<file path="config.mk">
export PLATFORM = sky130hd
export DESIGN_NAME = dmem_ctrl
export DESIGN_NICKNAME = d
export VERILOG_FILES = /design/src/rtl/dmem_ctrl.sv
export SDC_FILE = /design/constraint.sdc
export NUM_CORES = 1
export LEC_CHECK = 0
export ABC_AREA = 0
export BUFFER_PORTS_ARGS = -buffer_cell sky130_fd_sc_hd__clkbuf_2
export CORE_ASPECT_RATIO = 0.7
export CORE_MARGIN = 2
export CORE_UTILIZATION = 44
export DETAILED_ROUTE_END_ITERATION = 8
export PLACE_DENSITY = 0.82
export SLEW_MARGIN = 20
export SYNTH_ARGS = -nofsm -noshare
export SYNTH_HDL_FRONTEND = slang
export SYNTH_SLANG_ARGS = --single-unit
</file>
<file path="constraint.sdc">
create_clock -name i_clk -period 2.1 [get_ports i_clk]
set_input_delay 0.42 -clock i_clk [delete_from_list [all_inputs] [get_ports i_clk]]
set_output_delay 0.42 -clock i_clk [all_outputs]
set_load 0.1 [all_outputs]
</file>
<file path="src/rtl/dmem_ctrl.sv">
// -----------------------------------------------------------------------------
// dmem_ctrl -- data-memory access sequencer for the MEM stage of the RV32 pipe.
//
// Accepts a load/store from the MEM stage, checks size/alignment, drives a
// req/gnt/rvalid memory port and holds the pipeline (o_stall) until the access
// retires with a one-cycle o_done. Loads return both the raw memory word and
// the aligned, sign/zero-extended lane; stores are posted on grant.
//
// Ports
//   i_clk, i_rst        clock, synchronous active-high reset
//   i_req_vld           MEM-stage instruction valid
//   i_ren / i_wen       load / store (store wins if both set)
//   i_funct3            access size [1:0] and zero-extend flag [2]
//   i_addr, i_wdata     byte address, store data (rs2)
//   o_stall, o_done     pipeline hold, one-cycle completion
//   o_rdata             aligned/extended load result (held)
//   o_rdata_raw         raw memory word of last load (held)
//   o_mask, o_wdata     byte mask and replicated store data of last access
//   o_misaligned        misaligned request rejected, no access made
//   o_err               timeout or illegal funct3
//   o_mem_*/i_mem_*     memory port: req/gnt handshake, rvalid response
// -----------------------------------------------------------------------------
module dmem_ctrl #(
   parameter int unsigned TIMEOUT_CYC = 255
) (
   input  logic        i_clk,
   input  logic        i_rst,
   input  logic        i_req_vld,
   input  logic        i_ren,
   input  logic        i_wen,
   input  logic [2:0]  i_funct3,
   input  logic [31:0] i_addr,
   input  logic [31:0] i_wdata,
   output logic        o_stall,
   output logic        o_done,
   output logic [31:0] o_rdata,
   output logic [31:0] o_rdata_raw,
   output logic [3:0]  o_mask,
   output logic [31:0] o_wdata,
   output logic        o_misaligned,
   output logic        o_err,
   output logic        o_mem_req,
   input  logic        i_mem_gnt,
   output logic [31:0] o_mem_addr,
   output logic        o_mem_we,
   output logic [3:0]  o_mem_wmask,
   output logic [31:0] o_mem_wdata,
   input  logic        i_mem_rvalid,
   input  logic [31:0] i_mem_rdata
);

   localparam int unsigned CW = $clog2(TIMEOUT_CYC + 1);

   typedef enum logic [1:0] {IDLE, REQ, WAIT_RSP, DONE} state_t;

   // Fields of the accepted access needed after the request has gone away.
   typedef struct packed {
      logic       we;
      logic [2:0] funct3;
      logic [1:0] lane;
   } acc_t;

   state_t          state;
   acc_t            acc_q;
   logic [CW-1:0]   tmo_cnt;
   logic [CW-1:0]   tmo_nxt;
   logic            tmo_hit;
   logic            err_q;

   logic            access;
   logic            legal;
   logic            misal;
   logic            is_idle;
   logic            accept;
   logic            ill_hit;
   logic            mis_hit;
   logic [3:0]      mask_nxt;
   logic [31:0]     wdata_nxt;

   // ---------------------------------------------------------------------------
   // Request decode
   // ---------------------------------------------------------------------------
   assign access  = i_req_vld & (i_ren | i_wen);
   assign is_idle = (state == IDLE);

   always_comb begin
      legal = 1'b0;
      if (i_wen) begin
         legal = (i_funct3 == 3'b000) | (i_funct3 == 3'b001) | (i_funct3 == 3'b010);
      end else begin
         legal = (i_funct3 == 3'b000) | (i_funct3 == 3'b001) | (i_funct3 == 3'b010) |
                 (i_funct3 == 3'b100) | (i_funct3 == 3'b101);
      end
   end

   assign misal = ((i_funct3[1:0] == 2'b01) & i_addr[0]) |
                  ((i_funct3[1:0] == 2'b10) & (i_addr[1:0] != 2'b00));

   always_comb begin
      mask_nxt  = 4'b1111;
      wdata_nxt = i_wdata;
      case (i_funct3[1:0])
         2'b00: begin
            mask_nxt  = 4'b0001 << i_addr[1:0];
            wdata_nxt = {4{i_wdata[7:0]}};
         end
         2'b01: begin
            mask_nxt  = 4'b0011 << {i_addr[1], 1'b0};
            wdata_nxt = {2{i_wdata[15:0]}};
         end
         default: begin
            mask_nxt  = 4'b1111;
            wdata_nxt = i_wdata;
         end
      endcase
   end

   assign accept  = is_idle & access & legal & ~misal;
   assign ill_hit = is_idle & access & ~legal;
   assign mis_hit = is_idle & access & legal & misal;

   // Rejections complete in the same cycle without ever touching memory.
   assign o_stall      = accept | (state == REQ) | (state == WAIT_RSP);
   assign o_done       = (state == DONE) | ill_hit | mis_hit;
   assign o_misaligned = mis_hit;
   assign o_err        = err_q | ill_hit;

   // ---------------------------------------------------------------------------
   // Timeout: counts cycles spent in REQ + WAIT_RSP
   // ---------------------------------------------------------------------------
   assign tmo_nxt = tmo_cnt + 1'b1;
   assign tmo_hit = (tmo_nxt == CW'(TIMEOUT_CYC));

   // Load lane extraction. Halves are always lane-aligned here, so a plain
   // byte-granular shift serves both sizes.
   function automatic logic [31:0] load_ext(input logic [31:0] w,
                                            input logic [2:0]  f3,
                                            input logic [1:0]  lane);
      logic [31:0] s;
      logic [31:0] r;
      s = w >> {lane, 3'b000};
      case (f3[1:0])
         2'b00:   r = f3[2] ? {24'b0, s[7:0]}  : {{24{s[7]}}, s[7:0]};
         2'b01:   r = f3[2] ? {16'b0, s[15:0]} : {{16{s[15]}}, s[15:0]};
         default: r = w;
      endcase
      return r;
   endfunction

   // ---------------------------------------------------------------------------
   // Access FSM with registered outputs
   // ---------------------------------------------------------------------------
   always_ff @(posedge i_clk) begin
      if (i_rst) begin
         state       <= IDLE;
         acc_q       <= '0;
         tmo_cnt     <= '0;
         err_q       <= 1'b0;
         o_rdata     <= '0;
         o_rdata_raw <= '0;
         o_mask      <= '0;
         o_wdata     <= '0;
         o_mem_req   <= 1'b0;
         o_mem_addr  <= '0;
         o_mem_we    <= 1'b0;
         o_mem_wmask <= '0;
         o_mem_wdata <= '0;
      end else begin
         case (state)
            IDLE: begin
               if (accept) begin
                  acc_q.we     <= i_wen;
                  acc_q.funct3 <= i_funct3;
                  acc_q.lane   <= i_addr[1:0];
                  tmo_cnt      <= '0;
                  err_q        <= 1'b0;
                  o_mask       <= mask_nxt;
                  o_wdata      <= wdata_nxt;
                  o_mem_req    <= 1'b1;
                  o_mem_addr   <= {i_addr[31:2], 2'b00};
                  o_mem_we     <= i_wen;
                  o_mem_wmask  <= i_wen ? mask_nxt : 4'b0000;
                  o_mem_wdata  <= wdata_nxt;
                  state        <= REQ;
               end else if (ill_hit) begin
                  // keep the error visible until the next accepted access
                  err_q <= 1'b1;
               end
            end

            REQ: begin
               // rvalid is not looked at here; only the grant moves us on
               if (i_mem_gnt) begin
                  o_mem_req <= 1'b0;
                  o_mem_we  <= 1'b0;
                  tmo_cnt   <= tmo_nxt;
                  state     <= acc_q.we ? DONE : WAIT_RSP;
               end else if (tmo_hit) begin
                  o_mem_req   <= 1'b0;
                  o_mem_we    <= 1'b0;
                  err_q       <= 1'b1;
                  o_rdata     <= '0;
                  o_rdata_raw <= '0;
                  state       <= DONE;
               end else begin
                  tmo_cnt <= tmo_nxt;
               end
            end

            WAIT_RSP: begin
               if (i_mem_rvalid) begin
                  o_rdata_raw <= i_mem_rdata;
                  o_rdata     <= load_ext(i_mem_rdata, acc_q.funct3, acc_q.lane);
                  state       <= DONE;
               end else if (tmo_hit) begin
                  err_q       <= 1'b1;
                  o_rdata     <= '0;
                  o_rdata_raw <= '0;
                  state       <= DONE;
               end else begin
                  tmo_cnt <= tmo_nxt;
               end
            end

            DONE: begin
               // pipeline advances on this edge; a request seen now is ignored
               state <= IDLE;
            end

            default: state <= IDLE;
         endcase
      end
   end

endmodule
</file>
==> report_table.html <==
<table>
<tr><th>Metric</th><th>Value</th></tr>
<tr><th colspan="2">Outcome</th></tr>
<tr><td>Status</td><td>finished, violations left</td></tr>
<tr><td>Violations in the final reports</td><td>setup timing</td></tr>
<tr><th colspan="2">Die</th></tr>
<tr><td>Die Outline Area</td><td>16350 sq um</td></tr>
<tr><td>Initial core utilization</td><td>0.4538</td></tr>
<tr><td>Die W</td><td>152.0 microns</td></tr>
<tr><td>Number of core rows</td><td>37</td></tr>
<tr><td>Core area</td><td>14860 sq um</td></tr>
<tr><td>Chip height</td><td>107.6 microns</td></tr>
<tr><td>Count of pins on the block boundary</td><td>280</td></tr>
<tr><th colspan="2">Min path</th></tr>
<tr><td>Worst min-delay path startpoint</td><td>i_addr[23]</td></tr>
<tr><td>Path category of the worst min-delay check</td><td>in2reg</td></tr>
<tr><th colspan="2">Drt</th></tr>
<tr><td>Number of routed nets with antenna violations</td><td>0</td></tr>
<tr><td>Sum of met2 wire segment lengths after detailed routing</td><td>a little under 10000 microns</td></tr>
<tr><td>DR DRC count</td><td>0</td></tr>
<tr><td>Total iterations of the first detailed-routing run</td><td>5</td></tr>
<tr><td>Met3 wire length</td><td>1553 microns</td></tr>
<tr><td>Number of vias in the routed layout</td><td>6909</td></tr>
<tr><td>Top layer used by detailed routing</td><td>met5</td></tr>
<tr><td>Total Routed Length</td><td>21820 microns</td></tr>
<tr><td>Via density</td><td>5.453</td></tr>
<tr><td>Drt first-iter violations</td><td>643</td></tr>
<tr><td>Wire length per cell</td><td>about 17 microns</td></tr>
<tr><td>Metal1 wirelength</td><td>10070 microns</td></tr>
<tr><th colspan="2">Power and ir drop</th></tr>
<tr><td>Power dissipated by switching net loads</td><td>0.005322 W</td></tr>
<tr><td>Static Leak</td><td>4.289 nW</td></tr>
<tr><td>Sw Ratio</td><td>0.4736</td></tr>
<tr><td>Power density over the cells</td><td>roughly 1200 nW/um^2</td></tr>
<tr><td>Power after layout</td><td>0.01124 W</td></tr>
<tr><td>Part of the total power dissipated in sequential elements</td><td>0.304</td></tr>
<tr><td>Gate power share</td><td>0.426</td></tr>
<tr><td>Worst ir drop on vdd</td><td>0.5870 mV</td></tr>
<tr><td>Clock network fraction of total power</td><td>0.270</td></tr>
<tr><td>Cell internal pwr</td><td>~0.0059 W</td></tr>
<tr><th colspan="2">Synth</th></tr>
<tr><td>Syn Inst Count</td><td>775</td></tr>
<tr><td>Number of synthesized register bits</td><td>153</td></tr>
<tr><td>Summed instance area of the synthesized netlist</td><td>6744 sq um</td></tr>
<tr><td>Number of flops mapped to enable cells by yosys</td><td>0</td></tr>
<tr><td>Total of warnings raised by yosys</td><td>0</td></tr>
<tr><td>Commonest register cell after synthesis</td><td>dfxtp_1</td></tr>
<tr><td>Post-synth cell types</td><td>55</td></tr>
<tr><td>Dominant cell by count in the synthesized netlist</td><td>dfxtp_1</td></tr>
<tr><td>Sequential element share of the synthesized area</td><td>0.4542</td></tr>
<tr><td>Top cell types by occurrence after synthesis</td><td>dfxtp_1, nand2_1, a21oi_1</td></tr>
<tr><td>Avg Cell Area, Syn</td><td>8.702 sq um</td></tr>
<tr><td>Fraction of post-synthesis cell area in the top cell type by area</td><td>0.4542</td></tr>
<tr><td>Cell type with the highest aggregate area in the netlist</td><td>dfxtp_1</td></tr>
<tr><td>Leading cell types by total area after synthesis</td><td>dfxtp_1, nand2_1, a21oi_1, mux2i_1, a22o_1</td></tr>
<tr><td>Post-synth ARST share</td><td>0</td></tr>
<tr><th colspan="2">Flow run</th></tr>
<tr><td>Maximum Capacitance Violations</td><td>0</td></tr>
<tr><th colspan="2">Setup path</th></tr>
<tr><td>Critical setup path kind</td><td>reg2reg</td></tr>
<tr><td>Critical path origin</td><td>tmo_cnt[1]$_SDFFE_PP0P_</td></tr>
<tr><td>Crit path capture type</td><td>flip-flop</td></tr>
<tr><td>FF-to-FF Start</td><td>tmo_cnt[1]$_SDFFE_PP0P_</td></tr>
<tr><td>Largest driver fanout on the critical path</td><td>6</td></tr>
<tr><td>Data arrival at the endpoint of the critical path</td><td>roughly 2.5 ns</td></tr>
<tr><td>Endpoint required time on the critical path</td><td>2.40 ns</td></tr>
<tr><td>Launching element type of the critical path</td><td>flip-flop</td></tr>
<tr><th colspan="2">STA</th></tr>
<tr><td>Final critical-path share of the clock period</td><td>1.066</td></tr>
<tr><td>Final Hold Vio Count</td><td>0</td></tr>
<tr><td>Worst-Margin Slew</td><td>0.5892 ns</td></tr>
<tr><td>Number of setup violations in the final report</td><td>53</td></tr>
<tr><td>Slew Limit Headroom</td><td>0.6072</td></tr>
<tr><td>Fin. max-slew vios</td><td>0</td></tr>
<tr><td>Tmin final</td><td>2.238 ns</td></tr>
<tr><td>RSZ-0062 raised after global routing</td><td>yes</td></tr>
<tr><td>Achievable frequency</td><td>roughly 450 MHz</td></tr>
<tr><td>Skew final</td><td>0.01643 ns</td></tr>
<tr><td>Min setup slack post-route</td><td>-0.1380 ns</td></tr>
<tr><th colspan="2">Placed design</th></tr>
<tr><td>Port Buf Inserts</td><td>277</td></tr>
<tr><td>Detail Placement HPWL</td><td>15070 microns</td></tr>
<tr><td>Routability congestion estimate from global placement</td><td>0.9040</td></tr>
<tr><th colspan="2">Cells and area</th></tr>
<tr><td>Area overhead of the layout relative to synthesis</td><td>42.43%</td></tr>
<tr><td>Final core utilization</td><td>0.6464</td></tr>
<tr><td>Number of nets at the end of the flow</td><td>~1200</td></tr>
<tr><td>Share of final-layout standard cells stronger than drive strength 1</td><td>0.4062</td></tr>
<tr><th colspan="2">GRT</th></tr>
<tr><td>Via count of the first global-routing pass</td><td>6101</td></tr>
<tr><td>Wire length of the first global-routing pass</td><td>32830 microns</td></tr>
<tr><td>Antenna violations before repair</td><td>1</td></tr>
<tr><td>Total grt overflow</td><td>0</td></tr>
<tr><td>Maximum number of pins on one net before global-route repair</td><td>53</td></tr>
<tr><td>All-Layer GR Usage</td><td>0.2501</td></tr>
<tr><th colspan="2">CTS</th></tr>
<tr><td>CTS tree</td><td>yes</td></tr>
<tr><td>Skew-Pair Late Insertion Delay</td><td>0.42 ns</td></tr>
<tr><td>Post-CTS clock slew at the launch and capture registers of the worst setup and hold paths</td><td>0.07 ns</td></tr>
<tr><td>Total clock buffers created by CTS</td><td>17</td></tr>
<tr><td>H-tree lvl count</td><td>4</td></tr>
<tr><td>Master cell of the clock root buffer</td><td>clkbuf_16</td></tr>
<tr><td>Hold-fix buffer count after cts</td><td>0</td></tr>
<tr><td>Deepest clock path buffer count</td><td>2</td></tr>
<tr><td>Clock net sink count</td><td>153</td></tr>
</table>
==> state kept, by name, summed over array words and instances (netlist names), 2 cells and up <==
signal and count:
o_mem_wmask 4, o_mask 4, state 2, o_mem_wdata 32
acc_q 6, tmo_cnt 8, o_rdata 32, o_mem_addr 30
o_rdata_raw 32
==> cells in the final DEF, fill, tap and decap left out, types with 4 or more instances in the layout <==
cell,instances
a21oi_1,86
o21ai_0,36
nand2_1,130
a221o_1,24
inv_8,5
inv_6,5
a211oi_1,13
o2bb2ai_1,4
buf_6,9
a311oi_1,8
o2bb2ai_2,5
a21oi_2,4
ha_1,5
a22o_1,34
nor2_1,54
clkbuf_2,272
dfxtp_1,149
mux2i_1,34
inv_1,8
clkbuf_16,21
buf_12,12
nor3_1,5
and2_1,5
buf_4,56
==> worst paths after layout <==
check / slack, ns / cells after the start / to
max: -0.14 / 8 / o_rdata[10]$_SDFFE_PP0P_
min: 0.21 / 3 / o_mem_addr[23]$_SDFFE_PP0P_
max reg2reg: -0.14 / 8 / o_rdata[10]$_SDFFE_PP0P_
min reg2reg: 0.45 / 2 / o_mem_addr[6]$_SDFFE_PP0P_
==> per-stage QoR <==
stage | setup TNS (ns) | worst slack [ns] | hold WS [ns] | instance area, sq um | instances
after floorplan | -0.04770 | -0.04008 | 0.4397 | 6838 | 776
after global placement | -1.829 | -0.1055 | 0.4405 | 8468 | 1209
after detailed placement | -4.914 | -0.1395 | 0.4458 | 8468 | 1209
after CTS | -3.307 | -0.1352 | 0.2020 | 9270 | 1253
after global routing | -6.021 | -0.2039 | 0.2122 | 9603 | 1266
final | -3.100 | -0.1380 | 0.2126 | 9605 | 1267
==> final cells by class <==
type	count	area, sq um
Fill cell	1211	5255
Multi-Input combinational cell	519	3367
Sequential cell	153	3075
Timing Repair Buffer	356	2288
Clock buffer	18	429.2
Tap cell	195	244.0
Clock inverter	14	150.1
Inverter	11	48.80
Antenna cell	1	2.502
==> what timing repair did <==
| action | in CTS | in global routing |
|---|---|---|
| endpoints found under the setup margin | 30 | 76 |
| buffers inserted | 9 | 9 |
| gates resized for setup | 19 | 32 |
| pin swaps | 13 | 12 |
| hold endpoints to repair | 0 | 0 |
| gates cloned | 3 | 6 |
==> cells by family (layout without fill, tap and decap cells) <==
kind of cell             after synthesis  in the layout  synth area share
XOR/XNOR                               3              3          0.003897
buffers and inverters                104            399           0.08200
AND/OR/NAND/NOR                      231            231            0.1477
adder cells (fa/ha/maj)                8              8           0.01484
AO/OA/AOI/OAI                        240            240            0.2430
other                                  1              3         0.0005561
flip-flops                           153            153            0.4542
multiplexers                          35             35           0.05380
==> per-layer routing <==
layer  track usage  vias to the layer above
li1              -                     3305
met1        0.3640                     3283
met2        0.3732                      289
met4       0.06475                        2
met3       0.05717                       30
met5             0                        -
==> worst max-delay path, cell delays in order, from the launching register on <==
cell     delay (ns)
dfxtp_4        0.36
ha_4           0.18
xnor2_2        0.12
or3_4          0.41
o31ai_4        0.26
a31oi_4        0.18
buf_12         0.19
buf_12         0.13
a221o_1        0.30
==> power groups by stage <==
| stage | Clock, W | Sequential (W) | Combinational, W |
|---|---|---|---|
| after floorplan | 0 | 0.00542 | 0.00161 |
| after global placement | 0 | 0.00346 | 0.00442 |
| after detailed placement | 0 | 0.00347 | 0.00445 |
| after CTS | 0.00306 | 0.00341 | 0.00458 |
| after global routing | 0.00320 | 0.00345 | 0.00496 |
| final | 0.00303 | 0.00342 | 0.00479 |
Note: power is estimated with default switching activity, not from simulation.
